--- src/rtl/spu_fetch_queue_if.sv ---
// Handshake bundle of the SPU fetch queue: memory fetch port, redirect strobe and issue port.
// The queue connects through the slave modport; its environment (memory + SPU) uses master.
interface spu_fetch_queue_if #(
    parameter int WIDTH = 32,
    parameter int DEPTH = 8
);
    localparam int CW = $clog2(DEPTH) + 1;

    logic             fetch_req;
    logic [WIDTH-1:0] fetch_adr;
    logic             fetch_ack;
    logic [WIDTH-1:0] mem_instr0;
    logic [WIDTH-1:0] mem_instr1;
    logic             redirect;
    logic [WIDTH-1:0] redirect_pc;
    logic             issue_valid;
    logic             issue_ready;
    logic [WIDTH-1:0] instr0;
    logic [WIDTH-1:0] instr1;
    logic [WIDTH-1:0] issue_pc;
    logic [CW-1:0]    qcount;

    modport slave (
        output fetch_req, fetch_adr, issue_valid, instr0, instr1, issue_pc, qcount,
        input  fetch_ack, mem_instr0, mem_instr1, redirect, redirect_pc, issue_ready
    );

    modport master (
        input  fetch_req, fetch_adr, issue_valid, instr0, instr1, issue_pc, qcount,
        output fetch_ack, mem_instr0, mem_instr1, redirect, redirect_pc, issue_ready
    );
endinterface

--- src/rtl/spu_fetch_queue.sv ---
// Instruction-pair prefetch FIFO for the dual-issue SPU: fetches aligned pairs ahead of
// demand, issues the oldest pair under valid/ready, and flushes/refetches on redirect.

module spu_fetch_queue_chk (
    input logic clk,
    input logic reset,
    input logic push,
    input logic full
);
    push_never_full_a: assert property (@(posedge clk) disable iff (!reset) !(push && full));
endmodule

module spu_fetch_queue #(
    parameter int               WIDTH   = 32,
    parameter int               DEPTH   = 8,
    parameter logic [WIDTH-1:0] RESETPC = {WIDTH{1'b0}}
) (
    input logic              clk,
    input logic              reset,
    spu_fetch_queue_if.slave bus
);
    localparam int             AW       = $clog2(DEPTH);
    localparam logic [AW:0]    FULL_CNT = (AW + 1)'(DEPTH);
    localparam logic [WIDTH-1:0] STEP   = WIDTH'(2'd2);
    localparam logic [WIDTH-1:0] EVEN_MASK = ~(WIDTH'(1'b1));

    typedef enum logic [1:0] {
        IDLE  = 2'd0,
        REQ   = 2'd1,
        DRAIN = 2'd2
    } state_t;

    state_t           state_r, state_s;
    logic             fetch_req_r, fetch_req_s;
    logic [WIDTH-1:0] fetch_adr_r, fetch_adr_s;
    logic [WIDTH-1:0] target_r, target_s;
    logic [AW:0]      head_r, head_s, tail_r, tail_s;
    logic [WIDTH-1:0] pc_mem_r [DEPTH];
    logic [WIDTH-1:0] i0_mem_r [DEPTH];
    logic [WIDTH-1:0] i1_mem_r [DEPTH];

    logic             empty_s, full_s, push_s, pop_s;
    logic [AW:0]      count_s, count_after_s;
    logic [WIDTH-1:0] redirect_tgt_s;

    assign count_s        = tail_r - head_r;
    assign empty_s        = (head_r == tail_r);
    assign full_s         = (head_r[AW] != tail_r[AW]) && (head_r[AW-1:0] == tail_r[AW-1:0]);
    // A redirect cancels both the pop and the push of its cycle.
    assign pop_s          = !empty_s && bus.issue_ready && !bus.redirect;
    assign push_s         = (state_r == REQ) && fetch_req_r && bus.fetch_ack && !bus.redirect;
    assign count_after_s  = count_s + (AW + 1)'(push_s) - (AW + 1)'(pop_s);
    assign redirect_tgt_s = bus.redirect_pc & EVEN_MASK;

    // Fetch FSM next state, fetch address, saved redirect target and queue pointers.
    always_comb begin
        state_s     = state_r;
        fetch_adr_s = fetch_adr_r;
        target_s    = target_r;
        head_s      = head_r + (AW + 1)'(pop_s);
        tail_s      = tail_r + (AW + 1)'(push_s);
        if (bus.redirect) begin
            head_s = {(AW + 1){1'b0}};
            tail_s = {(AW + 1){1'b0}};
        end else begin
            head_s = head_s;
        end
        case (state_r)
            IDLE: begin
                if (bus.redirect) begin
                    state_s     = REQ;
                    fetch_adr_s = redirect_tgt_s;
                end else if (!full_s) begin
                    state_s = REQ;
                end else begin
                    state_s = IDLE;
                end
            end
            REQ: begin
                if (bus.redirect) begin
                    if (bus.fetch_ack) begin
                        state_s     = REQ;
                        fetch_adr_s = redirect_tgt_s;
                    end else begin
                        // Memory still owes us this request: finish it before moving on.
                        state_s  = DRAIN;
                        target_s = redirect_tgt_s;
                    end
                end else if (bus.fetch_ack) begin
                    fetch_adr_s = fetch_adr_r + STEP;
                    state_s     = (count_after_s < FULL_CNT) ? REQ : IDLE;
                end else begin
                    state_s = REQ;
                end
            end
            DRAIN: begin
                if (bus.redirect) begin
                    state_s  = DRAIN;
                    target_s = redirect_tgt_s;
                end else if (bus.fetch_ack) begin
                    state_s     = REQ;
                    fetch_adr_s = target_r;
                end else begin
                    state_s = DRAIN;
                end
            end
            default: begin
                state_s = IDLE;
            end
        endcase
        fetch_req_s = (state_s != IDLE);
    end

    // Control state and pointer registers.
    always_ff @(posedge clk or negedge reset) begin
        if (!reset) begin
            state_r     <= IDLE;
            fetch_req_r <= 1'b0;
            fetch_adr_r <= RESETPC;
            target_r    <= {WIDTH{1'b0}};
            head_r      <= {(AW + 1){1'b0}};
            tail_r      <= {(AW + 1){1'b0}};
        end else begin
            state_r     <= state_s;
            fetch_req_r <= fetch_req_s;
            fetch_adr_r <= fetch_adr_s;
            target_r    <= target_s;
            head_r      <= head_s;
            tail_r      <= tail_s;
        end
    end

    // Entry storage; cleared on reset so the head outputs read zero.
    always_ff @(posedge clk or negedge reset) begin
        if (!reset) begin
            for (int i = 0; i < DEPTH; i++) begin
                pc_mem_r[i] <= {WIDTH{1'b0}};
                i0_mem_r[i] <= {WIDTH{1'b0}};
                i1_mem_r[i] <= {WIDTH{1'b0}};
            end
        end else if (push_s) begin
            pc_mem_r[tail_r[AW-1:0]] <= fetch_adr_r;
            i0_mem_r[tail_r[AW-1:0]] <= bus.mem_instr0;
            i1_mem_r[tail_r[AW-1:0]] <= bus.mem_instr1;
        end
    end

    assign bus.fetch_req   = fetch_req_r;
    assign bus.fetch_adr   = fetch_adr_r;
    assign bus.issue_valid = !empty_s;
    assign bus.instr0      = i0_mem_r[head_r[AW-1:0]];
    assign bus.instr1      = i1_mem_r[head_r[AW-1:0]];
    assign bus.issue_pc    = pc_mem_r[head_r[AW-1:0]];
    assign bus.qcount      = count_s;

    spu_fetch_queue_chk u_chk (
        .clk   (clk),
        .reset (reset),
        .push  (push_s),
        .full  (full_s)
    );
endmodule
--- src/flat_wrapper.sv ---
// flat-port wrapper written by rule: the top's interface ports become plain ports
module spu_fetch_queue_flat 
#(
    parameter int               WIDTH   = 32,
    parameter int               DEPTH   = 8,
    parameter logic [WIDTH-1:0] RESETPC = {WIDTH{1'b0}}
)
  (clk, reset, bus_fetch_req, bus_fetch_adr, bus_issue_valid, bus_instr0, bus_instr1, bus_issue_pc, bus_qcount, bus_fetch_ack, bus_mem_instr0, bus_mem_instr1, bus_redirect, bus_redirect_pc, bus_issue_ready);
  spu_fetch_queue_if #(.WIDTH(WIDTH), .DEPTH(DEPTH)) bus_i ();
  input logic clk;
  input logic reset;
  output wire logic [$bits(bus_i.fetch_req)-1:0] bus_fetch_req;
  output wire logic [$bits(bus_i.fetch_adr)-1:0] bus_fetch_adr;
  output wire logic [$bits(bus_i.issue_valid)-1:0] bus_issue_valid;
  output wire logic [$bits(bus_i.instr0)-1:0] bus_instr0;
  output wire logic [$bits(bus_i.instr1)-1:0] bus_instr1;
  output wire logic [$bits(bus_i.issue_pc)-1:0] bus_issue_pc;
  output wire logic [$bits(bus_i.qcount)-1:0] bus_qcount;
  input wire logic [$bits(bus_i.fetch_ack)-1:0] bus_fetch_ack;
  input wire logic [$bits(bus_i.mem_instr0)-1:0] bus_mem_instr0;
  input wire logic [$bits(bus_i.mem_instr1)-1:0] bus_mem_instr1;
  input wire logic [$bits(bus_i.redirect)-1:0] bus_redirect;
  input wire logic [$bits(bus_i.redirect_pc)-1:0] bus_redirect_pc;
  input wire logic [$bits(bus_i.issue_ready)-1:0] bus_issue_ready;
  assign bus_fetch_req = bus_i.fetch_req;
  assign bus_fetch_adr = bus_i.fetch_adr;
  assign bus_issue_valid = bus_i.issue_valid;
  assign bus_instr0 = bus_i.instr0;
  assign bus_instr1 = bus_i.instr1;
  assign bus_issue_pc = bus_i.issue_pc;
  assign bus_qcount = bus_i.qcount;
  assign bus_i.fetch_ack = bus_fetch_ack;
  assign bus_i.mem_instr0 = bus_mem_instr0;
  assign bus_i.mem_instr1 = bus_mem_instr1;
  assign bus_i.redirect = bus_redirect;
  assign bus_i.redirect_pc = bus_redirect_pc;
  assign bus_i.issue_ready = bus_issue_ready;
  spu_fetch_queue #(.WIDTH(WIDTH), .DEPTH(DEPTH), .RESETPC(RESETPC)) u_core (.clk(clk), .reset(reset), .bus(bus_i));
endmodule
--- config.mk ---
export PLATFORM = sky130hd
export DESIGN_NAME = spu_fetch_queue_flat
export DESIGN_NICKNAME = d
export VERILOG_FILES = /design/src/rtl/spu_fetch_queue_if.sv /design/src/rtl/spu_fetch_queue.sv /design/src/flat_wrapper.sv
export SDC_FILE = /design/constraint.sdc
export NUM_CORES = 1
export LEC_CHECK = 0
export BUFFER_PORTS_ARGS = -buffer_cell sky130_fd_sc_hd__buf_2
export CAP_MARGIN = 20
export CORE_ASPECT_RATIO = 1.4
export CORE_MARGIN = 2
export CORE_UTILIZATION = 57
export DETAILED_ROUTE_END_ITERATION = 12
export PLACE_DENSITY_LB_ADDON = 0.05
export SYNTH_ARGS = -nofsm -noshare
export SYNTH_HDL_FRONTEND = slang
export SYNTH_HIERARCHICAL = 1
export SYNTH_SLANG_ARGS = --single-unit
--- constraint.sdc ---
create_clock -name clk -period 3.5 [get_ports clk]
set_input_delay 0.35 -clock clk [delete_from_list [all_inputs] [get_ports clk]]
set_output_delay 0.35 -clock clk [all_outputs]
set_load 0.1 [all_outputs]
Yosys cells after proc, flatten, opt, wreduce, memory -nomap -nowiden
Cells that the tools add are included.
{"block": "totals", "register_bits": 843}
{"block": "classes", "add_sub_neg": 6, "magnitude_cmp": 4, "n_eq_ne": 12, "n_mux": 34, "bitwise_logic": 2, "n_reduce_logical": 15}
{"operator": "bitwise mux 256 bit", "count": 3}
{"operator": "two-way mux 32 bit", "count": 15}
{"operator": "binary-select mux 32 bit (select 3 bit)", "count": 3}
{"operator": "demux 32 bit (select 3 bit)", "count": 1}
{"operator": "one-hot mux 32 bit (3 select lines)", "count": 1}
{"operator": "one-hot mux 32 bit (2 select lines)", "count": 1}
{"operator": "adder 32 x 2 -> 32 bit (second input constant)", "count": 1}
{"operator": "!= test 2 bit (second input constant)", "count": 7}
{"operator": "adder 4 x 1 -> 4 bit", "count": 3}
{"operator": "two-way mux 2 bit", "count": 5}
{"operator": "greater-or-equal comparator 4 bit (second input constant)", "count": 2}
{"operator": "two-way mux 4 bit", "count": 2}
{"operator": "NOT 3 -> 4 bit", "count": 2}
{"operator": "logical AND 1 bit", "count": 7}
{"operator": "one-hot mux 2 bit (3 select lines)", "count": 1}
{"operator": "AND reduction 5 bit", "count": 1}
{"operator": "equality test 4 bit", "count": 1}
{"operator": "less-than comparator 4 x 1 -> 1 bit (second input constant)", "count": 1}
{"operator": "less-than comparator 4 bit (second input constant)", "count": 1}
{"operator": "AND reduction 4 bit", "count": 1}
{"operator": "nonzero test 2 bit", "count": 2}
{"operator": "subtractor 4 x 1 -> 4 bit", "count": 1}
{"operator": "subtractor 4 bit", "count": 1}
{"operator": "equality test 3 bit", "count": 1}
{"operator": "other kinds (7)", "count": 9}

Longest topological paths before layout
Gate-level depths: netlist of run 1.
{"block": "logic_depth", "word_depth": 12, "ltp_mapped": 15}

Worst setup path after synthesis of run 1
No wires, ideal clock.
{"block": "synth_timing", "kind": "register -> register", "from": "register u_core.head_r[1]", "to": "register u_core.state_r[0]", "t_arrival_ns": 3.757, "required_time_ns": 3.396, "path_slack_ns": -0.361, "path_stages_with_launch": 10, "cell_sequence": "dfrtp_1 > clkbuf_1 > clkbuf_1 > inv_1 > ha_1 > nand3b_1 > nand2_1 > xnor2_1 > xnor2_1 > a221oi_1"}
{"element": "start, declared", "line_no": "spu_fetch_queue.sv:37", "source": "logic [AW:0] head_r, head_s, tail_r, tail_s;"}
{"element": "start signal, assigned", "line_no": "spu_fetch_queue.sv:121", "source": "head_r <= {(AW + 1){1'b0}};"}
{"element": "start signal, assigned", "line_no": "spu_fetch_queue.sv:128", "source": "head_r <= head_s;"}
{"element": "subtractor 4 bit", "line_no": "spu_fetch_queue.sv:46", "source": "assign count_s = tail_r - head_r;"}
{"element": "net bus_qcount[3]", "line_no": "flat_wrapper.sv:18", "source": "output wire logic [$bits(bus_i.qcount)-1:0] bus_qcount;"}
{"element": "adder 4 x 1 -> 4 bit", "line_no": "spu_fetch_queue.sv:52", "source": "assign count_after_s = count_s + (AW + 1)'(push_s) - (AW + 1)'(pop_s);"}
{"element": "subtractor 4 x 1 -> 4 bit", "line_no": "spu_fetch_queue.sv:52"}
{"element": "less-than comparator 4 bit", "line_no": "spu_fetch_queue.sv:91", "source": "state_s = (count_after_s < FULL_CNT) ? REQ : IDLE;"}
{"element": "two-way mux 1 bit", "line_no": "spu_fetch_queue.sv:91"}
{"element": "two-way mux 2 bit", "line_no": "spu_fetch_queue.sv:89", "source": "end else if (bus.fetch_ack) begin"}
{"element": "two-way mux 2 bit", "line_no": "spu_fetch_queue.sv:80", "source": "if (bus.redirect) begin"}
{"element": "one-hot mux 2 bit (3 select lines)", "line_no": "spu_fetch_queue.sv:68", "source": "case (state_r)"}
{"element": "net u_core.state_s[0]", "line_no": "spu_fetch_queue.sv:33", "source": "state_t state_r, state_s;"}
{"element": "end signal, assigned", "line_no": "spu_fetch_queue.sv:124", "source": "state_r <= state_s;"}
{"element": "end, declared", "line_no": "spu_fetch_queue.sv:33"}
The timed path passes the listed nets, and every way through them passes these cells.
A chain may end at the register's enable or synchronous reset.

Worst setup path in the final report of run 1
{"block": "layout_timing", "from": "register u_core.head_r[1]", "to": "output bus_issue_pc[16]"}
{"block": "layout_via", "elab_chain_cells": 4}
{"element": "NOT 3 -> 4 bit (not written as such)", "line_no": "spu_fetch_queue.sv:153", "source": "assign bus.issue_pc = pc_mem_r[head_r[AW-1:0]];"}
{"element": "binary-select mux 32 bit (select 3 bit)", "line_no": "spu_fetch_queue.sv:153"}
{"element": "two-way mux 32 bit (not written as such) (2 in series)", "line_no": "spu_fetch_queue.sv:153"}
{"element": "end, declared", "line_no": "flat_wrapper.sv:17", "source": "output wire logic [$bits(bus_i.issue_pc)-1:0] bus_issue_pc;"}
Every way passes these cells. The select of a mux whose other input is x is not followed.

==> impl_metrics.yaml, run 1 <==
run_status:
  status: "finished, final reports clean"
job:
  drv_cap: 0
synthesis:
  netlist_area_um2: 38500
  ys_warn_count: 6
  seq_area_frac_synth: 0.542
  synth_area_leaders: "dfrtp_1, mux2_2, mux4_2"
  syn_area_per_cell_um2: 14.4
  async_flop_share: 1.00
  synth_edf_count: 0
  synth_top_flop_cell: "dfrtp_1"
  ys_ff_latch: 833
  synth.distinct_cells: 69
  synth_top_area_share: 0.542
  synth_top_area_cell: "dfrtp_1"
  syn-instance-count: 2682
worst_setup_path:
  cp.arrival_ns: 2.83
  regToRegSetupSlack_ns: 0.72
  r2r-start: "u_core/head_r[0]"
  r2r-end: "u_core/state_r[0]"
  worstSetupPathType: "reg -> out"
  cp_max_fo: 121
  start_kind: "flip-flop"
  critical_path_required_ns: 3.15
  worst_setup_path_end_kind: "output pin"
  worst_r2r_path_depth: 12
clocking:
  cts_root_buf: "clkbuf_16"
  cts_tree: "yes"
  cts_buffers: 80
  post-cts-setup-buffers: 0
  cts_sinks: 833
  clock_latency_ns: 0.64
  path_clk_slew_ns: 0.07
  ctsHtreeMaxLevel: 3
  clockBufferDepth: 3
cells_and_area:
  multi_input_area_um2: 16600
  area_delta_synth_final_pct: 12.9
  seq_area_um2: 20900
  fill_cells: 4998
  design_area_um2: 43500
  layout.cells.non_filler: 3793
  drive_gt1_frac: 0.478
  num-nets-final: 2993
die:
  fp.dieW_um: 224
  core_um2: 66700
  initial_core_util: 0.577
  num_rows: 112
  die_height_um: 311
  die_area_um2: 69700
  ios: 235
global_route:
  grt_pass1_wl_um: 145000
  grt_pass1_vias: 25600
  grt_usage: 0.270
  overflow: 0
  grt_max_degree: 122
  antenna_found_initial: 8
drt:
  wirelength_um: 91800
  drt-initial-drc-count: 1384
  ant_nets: 0
  drcViolationCount: 0
  drtPass1Iterations: 5
  vias: 23300
  wl_per_cell_um: 24.2
  via_per_inst: 6.14
place:
  dpl.hpwl_um: 52900
  numPortBuffers: 231
  place_congestion: 0.879
  dp.cells: 3616
  placed_area_um2: 40500
  pre_cts_slack_ns: 0.688
min_path:
  hold_path_depth: 2
  worst_hold_path_type: "in -> reg"
  hold_end: "u_core/target_r[21]"
  hp-start: "bus_redirect_pc[21]"
pwr:
  power_leakage_nw: 21.0
  p_per_area_nw_per_um2: 768
  ir_worst_vdd_v: 0.00111
sta:
  hold_ws_ns: 0.0383
  tns_ns: 0
  tightest_slew_ns: 0.852
  setup_ws_ns: 0.318
  finalCritPeriodShare: 0.909
  relSlewSlack: 0.432
  slew_violations: 0
  maxClockFrequency_mhz: 314
  min_period_ns: 3.18
  setup_violations: 0
  rsz0062_at_grt: "false"
  finalClockSkew_ns: 0.0165
  final_hold_viol_count: 0
-- state kept, by name, indices dropped and copies added, names as in the netlist --
| register | flops |
|---|---|
| u_core/bus.fetch_adr | 31 |
| u_core/bus.fetch_req | 1 |
| u_core/head_r | 4 |
| u_core/i0_mem_r | 256 |
| u_core/i1_mem_r | 256 |
| u_core/pc_mem_r | 248 |
| u_core/state_r | 2 |
| u_core/tail_r | 4 |
| u_core/target_r | 31 |
-- worst max-delay path by stage --
stage | startpoint | endpoint | slack [ns] | cells past startpoint
after global placement | u_core/head_r[0] | u_core/state_r[0] | 0.72 | 12
final | u_core/head_r[1] | bus_issue_pc[16] | 0.32 | 5
after global routing | u_core/head_r[0] | bus_issue_pc[20] | 0.24 | 5
after floorplan | u_core/head_r[1] | u_core/state_r[0] | 0.09 | 15
after detailed placement | u_core/head_r[0] | u_core/state_r[0] | 0.69 | 12
after CTS | u_core/head_r[1] | bus_issue_pc[18] | 0.26 | 5
-- layer usage --
layer	vias up	GRT usage	wire length, µm
met5	-	0	67
li1	10100	-	-
met4	10	0.0906	2450
met3	139	0.0429	4190
met1	12500	0.356	38400
met2	532	0.459	46600
-- cell type report --
type	count	area share
flip-flops and latches	833	0.480
multi-input cells	1624	0.383
clock buffers	124	0.0550
repair buffers	318	0.0515
well taps	855	0.0246
clock inverters	18	0.00469
inverters	18	0.00161
diodes	3	0.000173
-- cell usage after synthesis (4+ instances only) --
cell type,number
nand3_1,25
inv_1,17
nand3b_1,5
nand2_1,325
buf_4,14
o211ai_1,8
mux2_2,786
buf_1,28
nor2b_1,8
xnor2_1,9
nor3_1,9
mux2i_1,5
buf_2,61
mux2_1,4
nor2_1,50
a221oi_1,8
a221o_1,8
xor2_1,8
mux4_2,190
ha_1,16
a31oi_1,9
nand4_1,6
a21oi_1,19
nor4_1,7
and3_1,6
a22oi_1,11
clkbuf_1,90
dfrtp_1,833
o21ai_0,43
o311ai_0,4
buf_6,15
and2_1,4
-- report_power, final --
group | internal, mW | switching (mW)
Sequential | 11.1 | 1.42
Combinational | 3.32 | 8.83
Clock | 4.99 | 3.66
-- what timing repair did --
| item | in CTS | in global routing |
|---|---|---|
| resized for setup | 0 | 0 |
| hold buffers | 32 | 0 |
| endpoints found under the hold margin | 112 | 0 |
-- logic make-up (layout without fill, tap and decap cells) --
| logic type | Yosys count | in the layout | share of synthesized area |
|---|---|---|---|
| AO/OA/AOI/OAI | 132 | 132 | 0.0229 |
| XOR/XNOR | 17 | 17 | 0.00387 |
| AND/OR/NAND/NOR | 471 | 471 | 0.0539 |
| buffers and inverters | 226 | 478 | 0.0283 |
| flip-flops | 833 | 833 | 0.542 |
| multiplexers | 985 | 985 | 0.344 |
| adder cells (fa/ha/maj) | 17 | 17 | 0.00572 |
| other | 1 | 5 | 0.0000974 |
-- worst max-delay path, cell delays in order (launching register included) --
cell     delay (ns)
dfrtp_4        0.45
buf_12         0.61
mux4_2         0.35
nand2_1        0.06
nand2_1        0.17
buf_2          0.46
-- stage by stage --
stage,power (mW),utilization
3_3_place_gp,24.5,0.608
6_report,33.4,0.652
5_1_grt,34.8,0.652
4_1_cts,33.6,0.651
3_5_place_dp,24.9,0.608
2_1_floorplan,22.1,-
-- layout by cell type (no fill, tap or decap), drive strengths merged, types with 3 or more instances in the layout --
master         n
and2           4
a221o          8
ha            16
bufinv         4
nand2        327
a22oi         11
nand4          7
or4            3
a21oi         19
nor2b          8
inv           21
xnor2          9
dfrtp        833
mux2         790
and3b          3
nor2          50
dlygate4sd3   32
o21ai         44
mux4         190
nor3          11
nand2b         3
nand3         26
diode          3
nand3b         5
xor2           8
mux2i          5
a221oi         8
clkbuf       124
o311ai         5
nor4          11
a31oi          9
nor3b          4
and3           6
o211ai         8
clkinv        10
buf          286
Note: power is estimated with default switching activity, not from simulation.
==> inputs of run 2 (changes only) <==
CTS_BUF_LIST = sky130_fd_sc_hd__clkbuf_2 sky130_fd_sc_hd__clkbuf_4 sky130_fd_sc_hd__clkbuf_8   (was default)
==> impl_metrics.yaml, run 2 (synthesis gave the netlist of run 1 again) <==
drt:
  via_per_inst: 6.03
  wl_per_cell_um: 23.5
  drt-initial-drc-count: 1439
  drcViolationCount: 0
  drtPass1Iterations: 5
  ant_nets: 0
  vias: 23800
  wirelength_um: 92500
sta:
  tns_ns: 0
  setup_violations: 0
  tightest_slew_ns: 0.858
  finalClockSkew_ns: 0.0263
  slew_violations: 0
  rsz0062_at_grt: "false"
  final_hold_viol_count: 0
  relSlewSlack: 0.428
  min_period_ns: 3.30
  maxClockFrequency_mhz: 303
  finalCritPeriodShare: 0.944
worst_setup_path:
  cp_max_fo: 121
  worstPathCellList: "buf_12, mux4_2, nand2_1, nand2_1, buf_2"
  r2r-start: "u_core/head_r[0]"
  r2r-end: "u_core/state_r[0]"
  start_kind: "flip-flop"
  timing.critical_path.mode_cell: "nand2_1"
  regToRegSetupSlack_ns: 0.72
  critical_path_required_ns: 3.15
  crit_slowest_cell: "buf_12"
  worst_setup_path_end_kind: "output pin"
  cp.arrival_ns: 2.95
  worst_r2r_path_depth: 12
  path_buf_inv: 2
  cp-endpoint: "bus_issue_pc[31]"
  crit_family: "buffers and inverters"
  crit_cells: 5
  max_stage_delay_ns: 0.60
  worstSetupPathType: "reg -> out"
  startpoint: "u_core/head_r[1]"
clocking:
  cts.repair.resized: 0
  clockBufferDepth: 3
  cts_sinks: 833
  post-cts-setup-buffers: 0
  hold_buffers: 98
  path_clk_slew_ns: 0.06
  clock_latency_ns: 0.78
  cts_root_buf: "clkbuf_8"
  cts_buffers: 133
  cts_tree: "yes"
  ctsHtreeMaxLevel: 4
global_route:
  grt_pass1_wl_um: 148000
  antenna_found_initial: 4
  grt_usage: 0.274
  grt_max_degree: 122
  overflow: 0
  grt_pass1_vias: 26400
cells_and_area:
  layout.cells.non_filler: 3937
  area_delta_synth_final_pct: 15.0
  final_common_cell: "dfrtp_1"
  final_cell_mix: "dfrtp_1, mux2_2, nand2_1, buf_2, mux4_2"
  num-nets-final: 3112
  reg_top3: "u_core/i0_mem_r (256), u_core/i1_mem_r (256), u_core/pc_mem_r (248)"
  drive_gt1_frac: 0.489
pwr:
  p_per_area_nw_per_um2: 753
  power_leakage_nw: 21.4
  ir_worst_vdd_v: 0.00112
die:
  fp.dieW_um: 224
  ios: 235
  die_height_um: 311
  num_rows: 112
  core_um2: 66700
  initial_core_util: 0.577
  die_area_um2: 69700
job:
  drv_cap: 0
min_path:
  hold_path_depth: 4
  worst_hold_path_type: "in -> reg"
run_status:
  status: "finished, final reports clean"
place:
  dp.cells: 3616
  dpl.hpwl_um: 52900
  numPortBuffers: 231
  place_congestion: 0.879
run 2: routing by layer:
metal | track usage | part of all wire
met4 | 0.0856 | 0.024
met3 | 0.0503 | 0.046
met2 | 0.468 | 0.51
met1 | 0.358 | 0.42
met5 | 0 | 0.00014
run 2: worst min-delay path by stage:
stage	startpoint	to	slack, ns
finish	bus_issue_ready	u_core/head_r[0]	0.14
global route	bus_issue_ready	u_core/head_r[0]	0.13
CTS	bus_issue_ready	u_core/head_r[0]	0.05
detailed placement	reset	u_core/i0_mem_r[246]	0.47
global placement	reset	u_core/i0_mem_r[118]	0.45
floorplan	reset	u_core/bus.fetch_adr[10]	0.05
run 2: worst reg2reg max path: cells and delay by family, from the launching register on:
kind	cells	cell delay [ns]
adder cells (fa/ha/maj)	3	0.67
XOR/XNOR	2	0.31
AO/OA/AOI/OAI	2	0.56
flip-flops	1	0.52
AND/OR/NAND/NOR	4	0.58
buffers and inverters	1	0.05
run 2: layout make-up:
| type | instances | area, µm² |
|---|---|---|
| tap | 855 | 1070 |
| inverter | 18 | 70.1 |
| fill | 4942 | 22500 |
| clock buffer | 210 | 2620 |
| antenna | 3 | 7.51 |
| multi-input combinational | 1624 | 16600 |
| clock inverter | 10 | 105 |
| timing repair buffer | 384 | 2900 |
| sequential | 833 | 20900 |
run 2: where the power goes:
part           switching, mW  leakage [nW]  internal, mW  total [mW]
sequential              1.42          11.3          11.1        12.6
combinational           8.84          8.70          3.37        12.2
clock                   3.69          1.45          4.85        8.54
total                   13.9          21.4          19.4        33.3
run 2: through the flow:
stage	total power [mW]	instance area (µm²)	util	hold slack, ns	setup WS, ns
2_1_floorplan	22.1	38500	-	0.0544	0.0892
3_3_place_gp	24.5	40500	0.608	0.454	0.721
3_5_place_dp	24.9	40500	0.608	0.466	0.688
4_1_cts	33.6	44200	0.663	0.0467	0.0737
5_1_grt	34.8	44300	0.663	0.130	0.0566
6_report	33.3	44300	0.663	0.143	0.195
==> inputs of run 3 (changes only) <==
CORE_UTILIZATION = 40   (was 57)
REMOVE_ABC_BUFFERS = 1   (was default)
==> impl_metrics.yaml, run 3 (synthesis gave the netlist of run 1 again) <==
sta:
  slew_violations: 0
  tns_ns: 0
  final_hold_viol_count: 0
  maxClockFrequency_mhz: 303
  hold_ws_ns: 0.0989
  setup_violations: 0
  tightest_slew_ns: 1.09
  min_period_ns: 3.31
  finalCritPeriodShare: 0.944
  rsz0062_at_grt: "true"
  relSlewSlack: 0.272
  finalClockSkew_ns: 0.0321
worst_setup_path:
  worstSetupPathType: "reg -> out"
  critical_path_required_ns: 3.15
  cp.arrival_ns: 2.96
  start_kind: "flip-flop"
  worst_setup_path_end_kind: "output pin"
  cp_max_fo: 21
clocking:
  clock_latency_ns: 0.82
  cts_root_buf: "clkbuf_8"
  cts_buffers: 143
  clockBufferDepth: 3
  path_clk_slew_ns: 0.06
  cts_tree: "yes"
  cts_sinks: 833
  ctsHtreeMaxLevel: 4
cells_and_area:
  drive_gt1_frac: 0.499
  fin_util: 0.479
  final_cell_mix: "dfrtp_1, mux2_2, nand2_1, buf_2, mux4_2"
  reg_top3: "u_core/i0_mem_r (256), u_core/i1_mem_r (256), u_core/pc_mem_r (248)"
  area_delta_synth_final_pct: 18.8
  num-nets-final: 3165
  final_common_cell: "dfrtp_1"
min_path:
  worst_hold_path_type: "in -> async"
drt:
  drtPass1Iterations: 5
  wirelength_um: 105000
  vias: 24100
  drcViolationCount: 0
  wl_per_cell_um: 24.0
  drt-initial-drc-count: 1199
  ant_nets: 0
  dr_wl_met3_um: 4360
  route.met2.wl_um: 52700
  m1WireLength_um: 45500
  via_per_inst: 5.51
  top_layer: "met4"
global_route:
  overflow: 0
  grt_pass1_vias: 27000
  antenna_found_initial: 5
  grt_usage: 0.217
  grt_pass1_wl_um: 162000
  grt_max_degree: 98
job:
  drv_cap: 0
run_status:
  status: "finished, final reports clean"
die:
  core_um2: 95400
  initial_core_util: 0.403
  die_height_um: 371
  num_rows: 134
  fp.dieW_um: 266
  die_area_um2: 98800
  ios: 235
place:
  place_congestion: 0.735
  dpl.hpwl_um: 60900
  numPortBuffers: 231
pwr:
  p_switching_mw: 14.4
  power_leakage_nw: 21.9
  power_frac_comb: 0.380
  ir_worst_vdd_v: 0.000660
  switching_share: 0.418
  clockPowerShare: 0.263
  p_int_mw: 20.1
  seqPwrFrac: 0.357
  p_per_area_nw_per_um2: 755
-- run 3: changes by cell type in the layout (fill, tap and decap cells not counted), moves of 3 or more --
cell,previous run,this run
buf_4,28,59
buf_12,27,51
buf_2,230,209
clkbuf_8,167,183
buf_16,0,5
clkbuf_4,43,47
clkinvlp_4,2,5
-- run 3: worst max-delay path: stages (launching register included) --
cell     delay (ns)
dfrtp_4        0.55
buf_16         0.27
buf_16         0.25
mux4_2         0.53
nand2_1        0.08
nand2_1        0.09
buf_2          0.30
-- run 3: power by group through the flow --
stage / clock, mW / sequential (mW) / combinational, mW
after floorplan: 0 / 13.5 / 8.43
after global placement: 0 / 12.4 / 12.9
after detailed placement: 0 / 12.5 / 13.1
after CTS: 9.46 / 12.3 / 13.2
after global routing: 9.89 / 12.5 / 13.8
final: 9.09 / 12.3 / 13.1
-- run 3: timing repair --
item,in CTS,in global routing
gates resized for setup,12,3
hold buffers,99,0
setup endpoints to repair,55,3
cloned,2,1
setup buffers,2,0
hold endpoints to repair,937,0
-- run 3: layout make-up --
class,count,area [µm²]
diodes,2,5.00
clock buffers,229,2860
clock inverters,13,81.3
fillers,8460,49700
inverters,18,70.1
multi-input cells,1624,16600
flip-flops and latches,833,20900
well taps,1224,1530
repair buffers,427,3700
-- run 3: path summary, 6_finish.rpt --
| check | from | endpoint | cells past startpoint | slack, ns |
|---|---|---|---|---|
| worst max-delay path | u_core/head_r[0] | bus_instr1[19] | 6 | 0.19 |
| worst max register to register | u_core/head_r[0] | u_core/state_r[0] | 13 | 0.50 |
| worst min-delay path | reset | u_core/i1_mem_r[102] | 2 | 0.1 |
| max in group asynchronous | reset | u_core/i0_mem_r[149] | 4 | 2.19 |
| worst min register to register | u_core/pc_mem_r[102] | u_core/pc_mem_r[102] | 1 | 0.48 |
| min in group clk | bus_redirect_pc[20] | u_core/target_r[20] | 3 | 0.32 |
-- run 3: routing by layer --
layer  vias up  track usage
met3       160       0.0415
li1      10500            -
met4         0       0.0669
met5         -            0
met1     12900        0.283
met2       523        0.367
-- run 3: stage by stage --
step,std cells,area (µm²),power [mW],worst slack [ns]
finish,4370,45700,34.5,0.195
global route,4370,45700,36.3,-0.00232
CTS,4367,45700,35.0,0.00480
detailed placement,4022,41600,25.6,0.601
global placement,4022,41600,25.3,0.621
floorplan,2475,37500,21.9,-6.81
